[config.mk]
export PLATFORM = sky130hd
export DESIGN_NAME = mem_access_stage
export DESIGN_NICKNAME = d
export VERILOG_FILES = /design/src/rtl/mem_stage_pkg.sv /design/src/rtl/mem_bus_timer.sv /design/src/rtl/mem_access_stage.sv
export SDC_FILE = /design/constraint.sdc
export NUM_CORES = 1
export LEC_CHECK = 0
export BUFFER_PORTS_ARGS = -buffer_cell sky130_fd_sc_hd__buf_2
export CAP_MARGIN = 20
export CORE_ASPECT_RATIO = 0.8
export CORE_MARGIN = 3
export CORE_UTILIZATION = 41
export DETAILED_ROUTE_END_ITERATION = 16
export MAX_ROUTING_LAYER = met4
export PLACE_DENSITY = 0.76
export SETUP_SLACK_MARGIN = 0.2
export SYNTH_ARGS = -nofsm -noshare
export SYNTH_HDL_FRONTEND = slang
export SYNTH_HIERARCHICAL = 1
export SYNTH_SLANG_ARGS = --single-unit
[constraint.sdc]
create_clock -name CLOCK -period 1.4 [get_ports CLOCK]
set_clock_uncertainty 0.05 [all_clocks]
set_input_delay 0 -clock CLOCK [delete_from_list [all_inputs] [get_ports CLOCK]]
set_output_delay 0 -clock CLOCK [all_outputs]
set_load 0.005 [all_outputs]
[src/rtl/mem_stage_pkg.sv]
// Shared definitions for the MEM pipeline stage.
//   SEL_*   : Mem2RegSEL encodings for write-back source selection
//   state_t : MEM-stage controller states
package mem_stage_pkg;

  localparam logic [1:0] SEL_ALU = 2'b00;
  localparam logic [1:0] SEL_MEM = 2'b01;
  localparam logic [1:0] SEL_PC4 = 2'b10;

  typedef enum logic {
    IDLE = 1'b0,
    WAIT = 1'b1
  } state_t;

  // Word alignment test on the two low address bits.
  function automatic logic is_word_aligned(input logic [1:0] addr_lo);
    return (addr_lo == 2'b00);
  endfunction

endpackage

[src/rtl/mem_bus_timer.sv]
// Bus-wait timer for the MEM stage.
// Counts cycles spent waiting for a memory acknowledge and flags expiry.
//   i_clk, i_rst_n : clock, asynchronous active-low reset
//   i_clear        : synchronous clear (takes priority over i_enable)
//   i_enable       : advance the count by one
//   o_expired      : count has reached TIMEOUT-1
module mem_bus_timer
  import mem_stage_pkg::*;
#(
  parameter int unsigned TIMEOUT = 16,
  parameter int unsigned CNT_W   = $clog2(TIMEOUT)
) (
  input  logic i_clk,
  input  logic i_rst_n,
  input  logic i_clear,
  input  logic i_enable,
  output logic o_expired
);

  logic [CNT_W-1:0] r_count;
  logic             w_expired;

  assign w_expired = (r_count == CNT_W'(TIMEOUT - 1));
  assign o_expired = w_expired;

  always_ff @(posedge i_clk or negedge i_rst_n) begin
    if (!i_rst_n) begin
      r_count <= '0;
    end else if (i_clear) begin
      r_count <= '0;
    end else if (i_enable && !w_expired) begin
      // Saturate at the terminal value; the FSM leaves WAIT there anyway.
      r_count <= r_count + 1'b1;
    end
  end

endmodule

[src/rtl/mem_access_stage.sv]
// MEM pipeline stage: issues loads/stores to a variable-latency data memory over a
// req/ack handshake, stalls upstream while waiting, and registers the MEM/WB outputs.
//   CLOCK, RESET_N        : clock, asynchronous active-low reset
//   *_In (EX/MEM)         : RegWriteEN, Mem2RegSEL, MemWriteEN, ALUResult, WriteData,
//                           RegWBAddr, PCPlus4
//   MemReq/WE/Addr/WData  : memory request side, held constant while waiting
//   MemRData_In/MemAck_In : memory response, ack is a single-cycle pulse
//   Stall_Out             : combinational hold for EX/MEM and earlier stages
//   RegWriteEN/WBAddr/WBData_Out : registered write-back results
//   BusErr_Out, MisalignErr_Out  : registered single-cycle error pulses
module mem_access_stage
  import mem_stage_pkg::*;
#(
  parameter int unsigned DATA_W  = 32,
  parameter int unsigned TIMEOUT = 16,
  parameter int unsigned CNT_W   = $clog2(TIMEOUT)
) (
  input  logic              CLOCK,
  input  logic              RESET_N,
  input  logic              RegWriteEN_In,
  input  logic [1:0]        Mem2RegSEL_In,
  input  logic              MemWriteEN_In,
  input  logic [DATA_W-1:0] ALUResult_In,
  input  logic [DATA_W-1:0] WriteData_In,
  input  logic [4:0]        RegWBAddr_In,
  input  logic [DATA_W-1:0] PCPlus4_In,
  output logic              MemReq_Out,
  output logic              MemWE_Out,
  output logic [DATA_W-1:0] MemAddr_Out,
  output logic [DATA_W-1:0] MemWData_Out,
  input  logic [DATA_W-1:0] MemRData_In,
  input  logic              MemAck_In,
  output logic              Stall_Out,
  output logic              RegWriteEN_Out,
  output logic [4:0]        RegWBAddr_Out,
  output logic [DATA_W-1:0] RegWBData_Out,
  output logic              BusErr_Out,
  output logic              MisalignErr_Out
);

  state_t r_state, w_state_d;

  // Request latched at issue time; address kept without its always-zero low bits.
  logic              r_we;
  logic [DATA_W-3:0] r_addr_hi;
  logic [DATA_W-1:0] r_wdata;
  logic [4:0]        r_rd;
  logic              r_rwe;
  logic [1:0]        r_sel;

  logic              r_wb_en;
  logic [4:0]        r_wb_addr;
  logic [DATA_W-1:0] r_wb_data;
  logic              r_bus_err;
  logic              r_misalign;

  logic              w_wb_en_d;
  logic [4:0]        w_wb_addr_d;
  logic [DATA_W-1:0] w_wb_data_d;
  logic              w_bus_err_d;
  logic              w_misalign_d;
  logic              w_stall;

  logic w_mem_op;
  logic w_aligned;
  logic w_issue;
  logic w_expired;
  logic w_pending_load;

  assign w_mem_op       = MemWriteEN_In | (Mem2RegSEL_In == SEL_MEM);
  assign w_aligned      = is_word_aligned(ALUResult_In[1:0]);
  assign w_issue        = (r_state == IDLE) & w_mem_op & w_aligned;
  // A latched write always behaves as a store, even if SEL also said "memory".
  assign w_pending_load = (r_sel == SEL_MEM) & ~r_we;

  mem_bus_timer #(
    .TIMEOUT (TIMEOUT),
    .CNT_W   (CNT_W)
  ) u_timer (
    .i_clk     (CLOCK),
    .i_rst_n   (RESET_N),
    .i_clear   (w_issue),
    .i_enable  ((r_state == WAIT) & ~MemAck_In),
    .o_expired (w_expired)
  );

  always_comb begin
    w_state_d    = r_state;
    w_wb_en_d    = 1'b0;
    w_wb_addr_d  = '0;
    w_wb_data_d  = '0;
    w_bus_err_d  = 1'b0;
    w_misalign_d = 1'b0;
    w_stall      = 1'b0;
    unique case (r_state)
      IDLE: begin
        if (!w_mem_op) begin
          w_wb_en_d   = RegWriteEN_In;
          w_wb_addr_d = RegWBAddr_In;
          w_wb_data_d = (Mem2RegSEL_In == SEL_PC4) ? PCPlus4_In : ALUResult_In;
        end else if (w_aligned) begin
          w_state_d = WAIT;
          w_stall   = 1'b1;
        end else begin
          w_misalign_d = 1'b1;
        end
      end
      WAIT: begin
        // Ack is checked first so an ack on the terminal cycle still completes.
        if (MemAck_In) begin
          w_state_d   = IDLE;
          w_wb_addr_d = r_rd;
          if (w_pending_load) begin
            w_wb_en_d   = r_rwe;
            w_wb_data_d = MemRData_In;
          end
        end else if (w_expired) begin
          w_state_d   = IDLE;
          w_bus_err_d = 1'b1;
        end else begin
          w_stall = 1'b1;
        end
      end
      default: w_state_d = IDLE;
    endcase
  end

  always_ff @(posedge CLOCK or negedge RESET_N) begin
    if (!RESET_N) begin
      r_state    <= IDLE;
      r_we       <= 1'b0;
      r_addr_hi  <= '0;
      r_wdata    <= '0;
      r_rd       <= '0;
      r_rwe      <= 1'b0;
      r_sel      <= SEL_ALU;
      r_wb_en    <= 1'b0;
      r_wb_addr  <= '0;
      r_wb_data  <= '0;
      r_bus_err  <= 1'b0;
      r_misalign <= 1'b0;
    end else begin
      r_state    <= w_state_d;
      r_wb_en    <= w_wb_en_d;
      r_wb_addr  <= w_wb_addr_d;
      r_wb_data  <= w_wb_data_d;
      r_bus_err  <= w_bus_err_d;
      r_misalign <= w_misalign_d;
      if (w_issue) begin
        r_we      <= MemWriteEN_In;
        r_addr_hi <= ALUResult_In[DATA_W-1:2];
        r_wdata   <= WriteData_In;
        r_rd      <= RegWBAddr_In;
        r_rwe     <= RegWriteEN_In;
        r_sel     <= Mem2RegSEL_In;
      end
    end
  end

  assign MemReq_Out      = (r_state == WAIT);
  assign MemWE_Out       = r_we;
  assign MemAddr_Out     = {r_addr_hi, 2'b00};
  assign MemWData_Out    = r_wdata;
  // Gated by reset so upstream is released immediately even while an op is presented.
  assign Stall_Out       = RESET_N & w_stall;
  assign RegWriteEN_Out  = r_wb_en;
  assign RegWBAddr_Out   = r_wb_addr;
  assign RegWBData_Out   = r_wb_data;
  assign BusErr_Out      = r_bus_err;
  assign MisalignErr_Out = r_misalign;

endmodule
==> results of run 1 <==
==> flip-flops by register name (all words and copies together) (netlist names), 2 cells and up <==
register / count
u_timer/r_count: 4
r_addr_hi: 30
MemWData_Out: 32
RegWBAddr_Out: 5
r_sel: 2
r_rd: 5
RegWBData_Out: 32
==> cell type report <==
type / count / area, um2
tap: 144 / 180.2
fill: 572 / 1901
clock inverter: 14 / 225.2
sequential: 116 / 2904
multi-input combinational: 177 / 2290
antenna: 1 / 2.502
timing repair buffer: 424 / 3283
inverter: 1 / 6.256
clock buffer: 18 / 439.2
==> layer usage <==
layer / wire length [um] / track usage
met1: 7215 / 0.3149
met4: 524 / 0.09394
met5: 0 / -
met2: 10860 / 0.5064
met3: 1443 / 0.07922
==> cell usage in the layout (no fill, tap or decap), types with 2 or more instances in the layout <==
cell type                       instances
sky130_fd_sc_hd__clkinv_4               5
sky130_fd_sc_hd__o2bb2ai_2             13
sky130_fd_sc_hd__mux2_1                 4
sky130_fd_sc_hd__nor2_1                 4
sky130_fd_sc_hd__nor3_4                 2
sky130_fd_sc_hd__conb_1                 2
sky130_fd_sc_hd__mux2_2                47
sky130_fd_sc_hd__buf_12                13
sky130_fd_sc_hd__buf_2                242
sky130_fd_sc_hd__and3_4                 3
sky130_fd_sc_hd__clkbuf_16             20
sky130_fd_sc_hd__nand2b_1               2
sky130_fd_sc_hd__dfrtp_1              115
sky130_fd_sc_hd__mux2i_1               33
sky130_fd_sc_hd__mux2_4                21
sky130_fd_sc_hd__bufbuf_16              2
sky130_fd_sc_hd__nor2b_4                4
sky130_fd_sc_hd__inv_6                  3
sky130_fd_sc_hd__o2bb2ai_4             19
sky130_fd_sc_hd__buf_4                 14
sky130_fd_sc_hd__buf_6                  8
sky130_fd_sc_hd__buf_16                 3
sky130_fd_sc_hd__a22o_1                 6
sky130_fd_sc_hd__bufinv_16              5
sky130_fd_sc_hd__a21oi_1                2
sky130_fd_sc_hd__dlygate4sd3_1        138
==> power groups by stage <==
stage	Clock, uW	Combinational (uW)	Sequential (uW)
4_1_cts	4910	2590	4310
2_1_floorplan	0	898	4380
6_report	4910	2850	4360
5_1_grt	5150	3030	4420
3_3_place_gp	0	1990	4320
3_5_place_dp	0	2050	4350
==> metrics by stage <==
step	TNS, ns	util	worst slack, ns
after floorplan	-0.8242	-	-0.02864
after global placement	-0.7222	0.5674	-0.03381
after detailed placement	-3.225	0.5674	-0.08317
after CTS	-21.92	0.7963	-0.2954
after global routing	-22.25	0.8308	-0.2844
final	-19.13	0.8308	-0.2663
==> logic make-up (layout without fill, tap and decap cells) <==
kind of cell,Yosys count,count (layout),synth area share
mux,105,105,0.2426
simple gates,25,26,0.03672
fa+ha+maj,1,1,0.002567
flops,116,116,0.5956
other cells,1,3,0.0007695
buf+inv,23,457,0.03389
compound gates,43,43,0.08780
==> worst reg2reg max path, delay by kind of cell (launching register included) <==
| kind | cells | cell delay (ns) |
|---|---|---|
| AO/OA/AOI/OAI | 1 | 0.14 |
| buffers and inverters | 4 | 0.57 |
| flip-flops | 1 | 0.43 |
| AND/OR/NAND/NOR | 1 | 0.41 |
==> worst max-delay path by stage <==
stage                              start                          end  slack, ns
global placement    MemReq_Out$_DFF_PN0_     RegWriteEN_Out$_DFF_PN0_      -0.03
detailed placement  MemReq_Out$_DFF_PN0_     RegWriteEN_Out$_DFF_PN0_      -0.08
CTS                 MemReq_Out$_DFF_PN0_                    Stall_Out      -0.30
finish              MemReq_Out$_DFF_PN0_  RegWBData_Out[18]$_DFF_PN0_      -0.27
global route        MemReq_Out$_DFF_PN0_  RegWBData_Out[23]$_DFF_PN0_      -0.28
floorplan           MemReq_Out$_DFF_PN0_    r_addr_hi[19]$_DFFE_PN0P_      -0.03
==> what timing repair did <==
| item | CTS | global route |
|---|---|---|
| cloned | 6 | 3 |
| endpoints found under the hold margin | 228 | 5 |
| setup endpoints to repair | 115 | 126 |
| gates resized for setup | 43 | 34 |
| pin swaps | 5 | 10 |
| hold buffers | 139 | 2 |
| setup buffers | 10 | 5 |
==> run_summary.xml, run 1 <==
<?xml version="1.0" encoding="UTF-8"?>
<metrics>
  <group name="run_status">
    <metric name="run_status" unit="">complete, but fails checks</metric>
    <metric name="violations_in_the_final_reports" unit="">hold timing, setup timing</metric>
  </group>
  <group name="worst_setup_path">
    <metric name="ff2ff_path_depth" unit="">6</metric>
    <metric name="r2r-start" unit="">MemReq_Out$_DFF_PN0_</metric>
    <metric name="critPathKind" unit="">flip-flop to flip-flop</metric>
    <metric name="endpoint_kind" unit="">flip-flop</metric>
    <metric name="max_stage_delay" unit="ns">0.43</metric>
    <metric name="worstPathBufferInverterCount" unit="">4</metric>
    <metric name="ff2ff_setup_slack" unit="ns">-0.27</metric>
    <metric name="worstPathMaxFanout" unit="">8</metric>
    <metric name="timing.critical_path.max_delay_family" unit="">buffers and inverters</metric>
    <metric name="worst_setup_path_start_kind" unit="">flip-flop</metric>
    <metric name="r2r_end" unit="">RegWBData_Out[18]$_DFF_PN0_</metric>
    <metric name="standard_cell_with_the_maximum_stage_delay_on_the_critical_path" unit="">sky130_fd_sc_hd__dfrtp_2</metric>
    <metric name="crit_required" unit="ns">1.68</metric>
    <metric name="critical_path_depth" unit="">6</metric>
    <metric name="worstPathArrival" unit="ns">1.94</metric>
    <metric name="crit_path_cell_trace" unit="">buf_4 &gt; buf_6 &gt; or3_4 &gt; buf_12 &gt; buf_16 &gt; o2bb2ai_4</metric>
  </group>
  <group name="floorplanning">
    <metric name="io-pin-count" unit="">247</metric>
    <metric name="area_of_the_die" unit="um2">13240</metric>
    <metric name="std_cell_rows" unit="">34</metric>
    <metric name="dieHeight" unit="um">103.5</metric>
    <metric name="core-area" unit="um2">11230</metric>
    <metric name="initial_utilization" unit="">0.4339</metric>
    <metric name="dieWidth" unit="um">127.9</metric>
  </group>
  <group name="cts">
    <metric name="numCtsBuffers" unit="">17</metric>
    <metric name="cts_max_path_buffers" unit="">2</metric>
    <metric name="clock_tree.root_cell" unit="">sky130_fd_sc_hd__clkbuf_16</metric>
    <metric name="clk_transition_reported_paths" unit="ns">0.06</metric>
    <metric name="clock_tree_from_tritoncts" unit="">yes</metric>
    <metric name="clkLatencyLatePin" unit="ns">0.40</metric>
    <metric name="h-tree-depth" unit="">4</metric>
    <metric name="numClockSinks" unit="">116</metric>
  </group>
  <group name="drt">
    <metric name="drt_pre_antenna_iters" unit="">4</metric>
    <metric name="drt-wirelength-per-cell" unit="um">22.39</metric>
    <metric name="post_route_drc_violation_count" unit="">0</metric>
    <metric name="drt_first_iter_violations" unit="">386</metric>
    <metric name="viasPerCell" unit="">5.174</metric>
    <metric name="drt.antenna.violating_nets" unit="">0</metric>
    <metric name="drt_wl_total" unit="um">20040</metric>
    <metric name="dr_total_vias" unit="">4631</metric>
  </group>
  <group name="yosys">
    <metric name="ys_seq_elements" unit="">116</metric>
    <metric name="ys.warnings.count" unit="">6</metric>
    <metric name="synthesis.instances" unit="">314</metric>
    <metric name="post_synth_num_cell_types" unit="">36</metric>
    <metric name="yosysSeqAreaShare" unit="">0.5956</metric>
    <metric name="yosys.area.top_type_share" unit="">0.5956</metric>
    <metric name="synth_largest_area_cell" unit="">sky130_fd_sc_hd__dfrtp_1</metric>
    <metric name="synth-edff-count" unit="">0</metric>
    <metric name="syn_area" unit="um2">4873</metric>
    <metric name="synthArstFlopShare" unit="">1.000</metric>
    <metric name="dominantRegCellSynth" unit="">sky130_fd_sc_hd__dfrtp_1</metric>
    <metric name="syn-mean-instance-area" unit="um2">15.52</metric>
    <metric name="synthMostInstantiatedCell" unit="">sky130_fd_sc_hd__dfrtp_1</metric>
    <metric name="yosys-top-cells-count" unit="">sky130_fd_sc_hd__dfrtp_1, sky130_fd_sc_hd__mux2_2, sky130_fd_sc_hd__mux2i_1</metric>
    <metric name="synth_top_cells_by_area" unit="">sky130_fd_sc_hd__dfrtp_1, sky130_fd_sc_hd__mux2_2, sky130_fd_sc_hd__mux2i_1</metric>
  </group>
  <group name="layout">
    <metric name="final_cells" unit="">895</metric>
    <metric name="fin_area" unit="um2">9330</metric>
    <metric name="areaGrowthSynthToFinish" unit="%">91.45</metric>
    <metric name="final_layout_size_suffix_gt1_frac" unit="">0.5813</metric>
    <metric name="final_net_count" unit="">878</metric>
  </group>
  <group name="power">
    <metric name="netSwitchingPower" unit="uW">3218</metric>
    <metric name="internal_power" unit="uW">8913</metric>
    <metric name="static-leakage-power" unit="uW">0.004530</metric>
    <metric name="share_clk_of_total_power" unit="">0.405</metric>
    <metric name="sequential_share_of_power" unit="">0.360</metric>
    <metric name="power-per-cell-area" unit="nW/um2">1300</metric>
    <metric name="design_power_total" unit="uW">12130</metric>
    <metric name="switching_share" unit="">0.2653</metric>
    <metric name="share_comb_of_total_power" unit="">0.235</metric>
    <metric name="vdd_ir_drop_max" unit="V">0.0009496</metric>
  </group>
  <group name="placement">
    <metric name="place_congestion" unit="">0.8712</metric>
    <metric name="port-buffer-count" unit="">244</metric>
    <metric name="placed_cells" unit="">699</metric>
    <metric name="placed_wire_length_estimate_after_detailed_placement" unit="um">9969</metric>
    <metric name="placed_cell_areas" unit="um2">6372</metric>
  </group>
  <group name="worst_hold_path">
    <metric name="worst_hold_path.num_cells" unit="">3</metric>
    <metric name="timing.hold.worst.start" unit="">MemAck_In</metric>
    <metric name="whs_endpoint" unit="">BusErr_Out$_DFF_PN0_</metric>
    <metric name="hold_wc_path_type" unit="">primary input to flip-flop</metric>
  </group>
  <group name="timing">
    <metric name="hold-worst-slack" unit="ns">-0.07905</metric>
    <metric name="timing_hold_violations_final" unit="">2</metric>
    <metric name="max_freq" unit="MHz">600.1</metric>
    <metric name="layout_worst_path_cycle_share" unit="">1.190</metric>
    <metric name="setup_repair_after_global_routing_missed_its_margin" unit="">yes</metric>
    <metric name="finalSetupViolations" unit="">107</metric>
    <metric name="tightest_slew" unit="ns">0.5295</metric>
    <metric name="number_of_pins_with_negative_max_slew_slack_in_the_final_report" unit="">0</metric>
    <metric name="setup_slack" unit="ns">-0.2663</metric>
    <metric name="slew-limit-headroom" unit="">0.6470</metric>
    <metric name="final_period_minus_worst_setup_slack" unit="ns">1.666</metric>
  </group>
  <group name="flow_run">
    <metric name="max_capacitance_violation_total" unit="">0</metric>
  </group>
  <group name="global_routing">
    <metric name="grt_start_max_net_pins" unit="">47</metric>
    <metric name="grt_pass1_vias" unit="">5149</metric>
    <metric name="globalRouteOverflowTotal" unit="">0</metric>
    <metric name="grt_pass1_wl" unit="um">28700</metric>
    <metric name="grt_util_all_layers" unit="">0.2882</metric>
    <metric name="antenna_found_initial" unit="">1</metric>
  </group>
</metrics>
No activity file was read; power rests on OpenSTA's default activity.
==> run 2: changes to the inputs <==
--- a/config.mk
+++ b/config.mk
@@ -7,7 +7,7 @@
 export LEC_CHECK = 0
 export BUFFER_PORTS_ARGS = -buffer_cell sky130_fd_sc_hd__buf_2
 export CAP_MARGIN = 20
-export CORE_ASPECT_RATIO = 0.8
+export CORE_ASPECT_RATIO = 1.1
 export CORE_MARGIN = 3
 export CORE_UTILIZATION = 41
 export DETAILED_ROUTE_END_ITERATION = 16
==> run 2 against run 1 <==
Effect of this change: the run still ends with hold timing, setup timing left; first-iteration DRC count fell by 52%; register-to-register slack improved by 0.06 ns; setup slack improved by 0.062 ns; clock power fell by 1%; clock-buffer cell count rose by 1; die area barely moved; critical path depth fell by 1; sequential share of layout area fell by 0.54 points; sequential power barely moved; utilization fell by 0.82 points; global-route usage fell by 0.75 points; largest power group unchanged; highest routed layer unchanged.
==> run_summary.xml, run 2 (synthesis gave the netlist of run 1 again) <==
<?xml version="1.0" encoding="UTF-8"?>
<metrics>
  <group name="run_status">
    <metric name="run_status" unit="">complete, but fails checks</metric>
    <metric name="violations_in_the_final_reports" unit="">hold timing, setup timing</metric>
  </group>
  <group name="layout">
    <metric name="layout.cells.most_common" unit="">sky130_fd_sc_hd__buf_2</metric>
    <metric name="final_layout_size_suffix_gt1_frac" unit="">0.5904</metric>
    <metric name="final_net_count" unit="">880</metric>
    <metric name="mostFrequentLayoutCells" unit="">sky130_fd_sc_hd__buf_2, sky130_fd_sc_hd__dlygate4sd3_1, sky130_fd_sc_hd__dfrtp_1</metric>
    <metric name="areaGrowthSynthToFinish" unit="%">94.81</metric>
    <metric name="num_antenna_cells" unit="">0</metric>
  </group>
  <group name="power">
    <metric name="netSwitchingPower" unit="uW">3172</metric>
    <metric name="static-leakage-power" unit="uW">0.004609</metric>
    <metric name="share_clk_of_total_power" unit="">0.397</metric>
    <metric name="power-per-cell-area" unit="nW/um2">1287</metric>
    <metric name="switching_share" unit="">0.2596</metric>
    <metric name="vdd_ir_drop_max" unit="V">0.0009302</metric>
    <metric name="sequential_share_of_power" unit="">0.356</metric>
    <metric name="share_comb_of_total_power" unit="">0.246</metric>
    <metric name="internal_power" unit="uW">9049</metric>
  </group>
  <group name="drt">
    <metric name="met3_wirelength" unit="um">1024</metric>
    <metric name="drt_wl_total" unit="um">19510</metric>
    <metric name="drt_first_iter_violations" unit="">184</metric>
    <metric name="m1WireLength" unit="um">7238</metric>
    <metric name="viasPerCell" unit="">5.045</metric>
    <metric name="drt_pre_antenna_iters" unit="">4</metric>
    <metric name="drt-wirelength-per-cell" unit="um">21.63</metric>
    <metric name="dr_total_vias" unit="">4551</metric>
    <metric name="maxUsedRoutingLayer" unit="">met4</metric>
    <metric name="routed-wl-met2" unit="um">10300</metric>
    <metric name="post_route_drc_violation_count" unit="">0</metric>
    <metric name="drt.antenna.violating_nets" unit="">0</metric>
  </group>
  <group name="floorplanning">
    <metric name="io-pin-count" unit="">247</metric>
    <metric name="std_cell_rows" unit="">41</metric>
    <metric name="dieHeight" unit="um">120.3</metric>
    <metric name="dieWidth" unit="um">110.0</metric>
    <metric name="area_of_the_die" unit="um2">13230</metric>
    <metric name="core-area" unit="um2">11540</metric>
    <metric name="initial_utilization" unit="">0.4222</metric>
  </group>
  <group name="worst_setup_path">
    <metric name="endpoint_kind" unit="">flip-flop</metric>
    <metric name="worstPathMaxFanout" unit="">8</metric>
    <metric name="r2r_end" unit="">RegWBData_Out[30]$_DFF_PN0_</metric>
    <metric name="worstPathArrival" unit="ns">1.88</metric>
    <metric name="ff2ff_path_depth" unit="">5</metric>
    <metric name="critPathKind" unit="">flip-flop to flip-flop</metric>
    <metric name="crit_required" unit="ns">1.68</metric>
    <metric name="ff2ff_setup_slack" unit="ns">-0.20</metric>
    <metric name="r2r-start" unit="">MemReq_Out$_DFF_PN0_</metric>
    <metric name="worst_setup_path_start_kind" unit="">flip-flop</metric>
  </group>
  <group name="cts">
    <metric name="clock_tree_from_tritoncts" unit="">yes</metric>
    <metric name="clk_transition_reported_paths" unit="ns">0.05</metric>
    <metric name="numCtsBuffers" unit="">17</metric>
    <metric name="clkLatencyLatePin" unit="ns">0.41</metric>
    <metric name="clock_tree.root_cell" unit="">sky130_fd_sc_hd__clkbuf_16</metric>
    <metric name="cts_max_path_buffers" unit="">2</metric>
    <metric name="numClockSinks" unit="">116</metric>
    <metric name="h-tree-depth" unit="">4</metric>
  </group>
  <group name="global_routing">
    <metric name="antenna_found_initial" unit="">0</metric>
    <metric name="globalRouteOverflowTotal" unit="">0</metric>
    <metric name="grt_pass1_wl" unit="um">26880</metric>
    <metric name="grt_start_max_net_pins" unit="">41</metric>
    <metric name="grt_util_all_layers" unit="">0.2807</metric>
    <metric name="grt_pass1_vias" unit="">5107</metric>
  </group>
  <group name="worst_hold_path">
    <metric name="whs_endpoint" unit="">BusErr_Out$_DFF_PN0_</metric>
    <metric name="hold_wc_path_type" unit="">primary input to flip-flop</metric>
    <metric name="timing.hold.worst.start" unit="">MemAck_In</metric>
    <metric name="worst_hold_path.num_cells" unit="">3</metric>
  </group>
  <group name="timing">
    <metric name="layout_worst_path_cycle_share" unit="">1.146</metric>
    <metric name="finalSetupViolations" unit="">107</metric>
    <metric name="number_of_pins_with_negative_max_slew_slack_in_the_final_report" unit="">0</metric>
    <metric name="timing.setup.tns" unit="ns">-12.88</metric>
    <metric name="setup_slack" unit="ns">-0.2041</metric>
    <metric name="final_period_minus_worst_setup_slack" unit="ns">1.604</metric>
    <metric name="max_freq" unit="MHz">623.4</metric>
    <metric name="hold-worst-slack" unit="ns">-0.1023</metric>
    <metric name="setup_repair_after_global_routing_missed_its_margin" unit="">yes</metric>
    <metric name="timing_hold_violations_final" unit="">1</metric>
  </group>
  <group name="flow_run">
    <metric name="max_capacitance_violation_total" unit="">0</metric>
  </group>
  <group name="placement">
    <metric name="port-buffer-count" unit="">244</metric>
    <metric name="place_congestion" unit="">0.8437</metric>
    <metric name="placement.setup.worst_slack" unit="ns">-0.09479</metric>
    <metric name="placed_wire_length_estimate_after_detailed_placement" unit="um">9487</metric>
  </group>
</metrics>
run 2: cell types whose count changed in the layout (fill, tap and decap cells not counted), moves of 3 or more:
cell	before	now
sky130_fd_sc_hd__buf_4	14	11
sky130_fd_sc_hd__mux2_4	21	44
sky130_fd_sc_hd__mux2_1	4	0
sky130_fd_sc_hd__buf_8	0	4
sky130_fd_sc_hd__clkinvlp_4	0	4
sky130_fd_sc_hd__clkinv_4	5	0
sky130_fd_sc_hd__mux2_2	47	28
sky130_fd_sc_hd__buf_16	3	6
run 2: worst max-delay path by stage:
stage | cells after the start | slack [ns] | start | end
after floorplan | 5 | -0.03 | MemReq_Out$_DFF_PN0_ | r_addr_hi[19]$_DFFE_PN0P_
after global placement | 4 | -0.04 | MemReq_Out$_DFF_PN0_ | RegWriteEN_Out$_DFF_PN0_
after detailed placement | 5 | -0.09 | MemReq_Out$_DFF_PN0_ | MemWData_Out[4]$_DFFE_PN0P_
after CTS | 5 | -0.21 | u_timer/r_count[0]$_DFFE_PN0P_ | Stall_Out
after global routing | 5 | -0.24 | u_timer/r_count[1]$_DFFE_PN0P_ | Stall_Out
final | 5 | -0.20 | MemReq_Out$_DFF_PN0_ | RegWBData_Out[30]$_DFF_PN0_
run 2: what timing repair did:
item / 4_1_cts / 5_1_grt
endpoints found under the setup margin: 115 / 115
resized for setup: 68 / 38
pin swaps: 3 / 9
setup buffers: 9 / 3
endpoints found under the hold margin: 228 / 4
gates cloned: 6 / 6
hold buffers: 140 / 2
run 2: power groups by stage:
stage | Combinational [uW] | Sequential [uW] | Clock (uW)
3_3_place_gp | 1990 | 4310 | 0
5_1_grt | 3190 | 4420 | 5070
4_1_cts | 2700 | 4310 | 4860
2_1_floorplan | 898 | 4380 | 0
6_report | 3010 | 4360 | 4860
3_5_place_dp | 2070 | 4340 | 0
run 2: layout make-up:
type | instances | area (um2)
clock buffers | 19 | 452.9
clock inverters | 13 | 203.9
fillers | 593 | 2048
inverters | 1 | 6.256
multi-input cells | 177 | 2400
flip-flops and latches | 116 | 2904
well taps | 150 | 187.7
repair buffers | 426 | 3339
run 2: worst max-delay path, stage by stage (launching register included):
cell and delay, ns:
sky130_fd_sc_hd__dfrtp_2 0.44, sky130_fd_sc_hd__buf_6 0.13, sky130_fd_sc_hd__or3_4 0.43, sky130_fd_sc_hd__buf_12 0.16, sky130_fd_sc_hd__buf_12 0.15, sky130_fd_sc_hd__o2bb2ai_2 0.15
run 2: per-layer routing:
metal / vias up / GRT usage
li1: 1999 / -
met1: 2261 / 0.2895
met2: 221 / 0.4901
met3: 70 / 0.05980
met4: 0 / 0.1535
met5: - / -
run 2: per-stage QoR:
step | utilization | hold slack (ns) | cell area (um2) | std cells | total power (uW)
final | 0.8225 | -0.1023 | 9494 | 902 | 12220
after global routing | 0.8225 | -0.08381 | 9494 | 902 | 12690
after CTS | 0.7840 | -0.09226 | 9049 | 893 | 11870
after detailed placement | 0.5523 | -0.1070 | 6375 | 706 | 6408
after global placement | 0.5523 | -0.1139 | 6375 | 706 | 6297
after floorplan | - | -0.3456 | 4945 | 315 | 5278
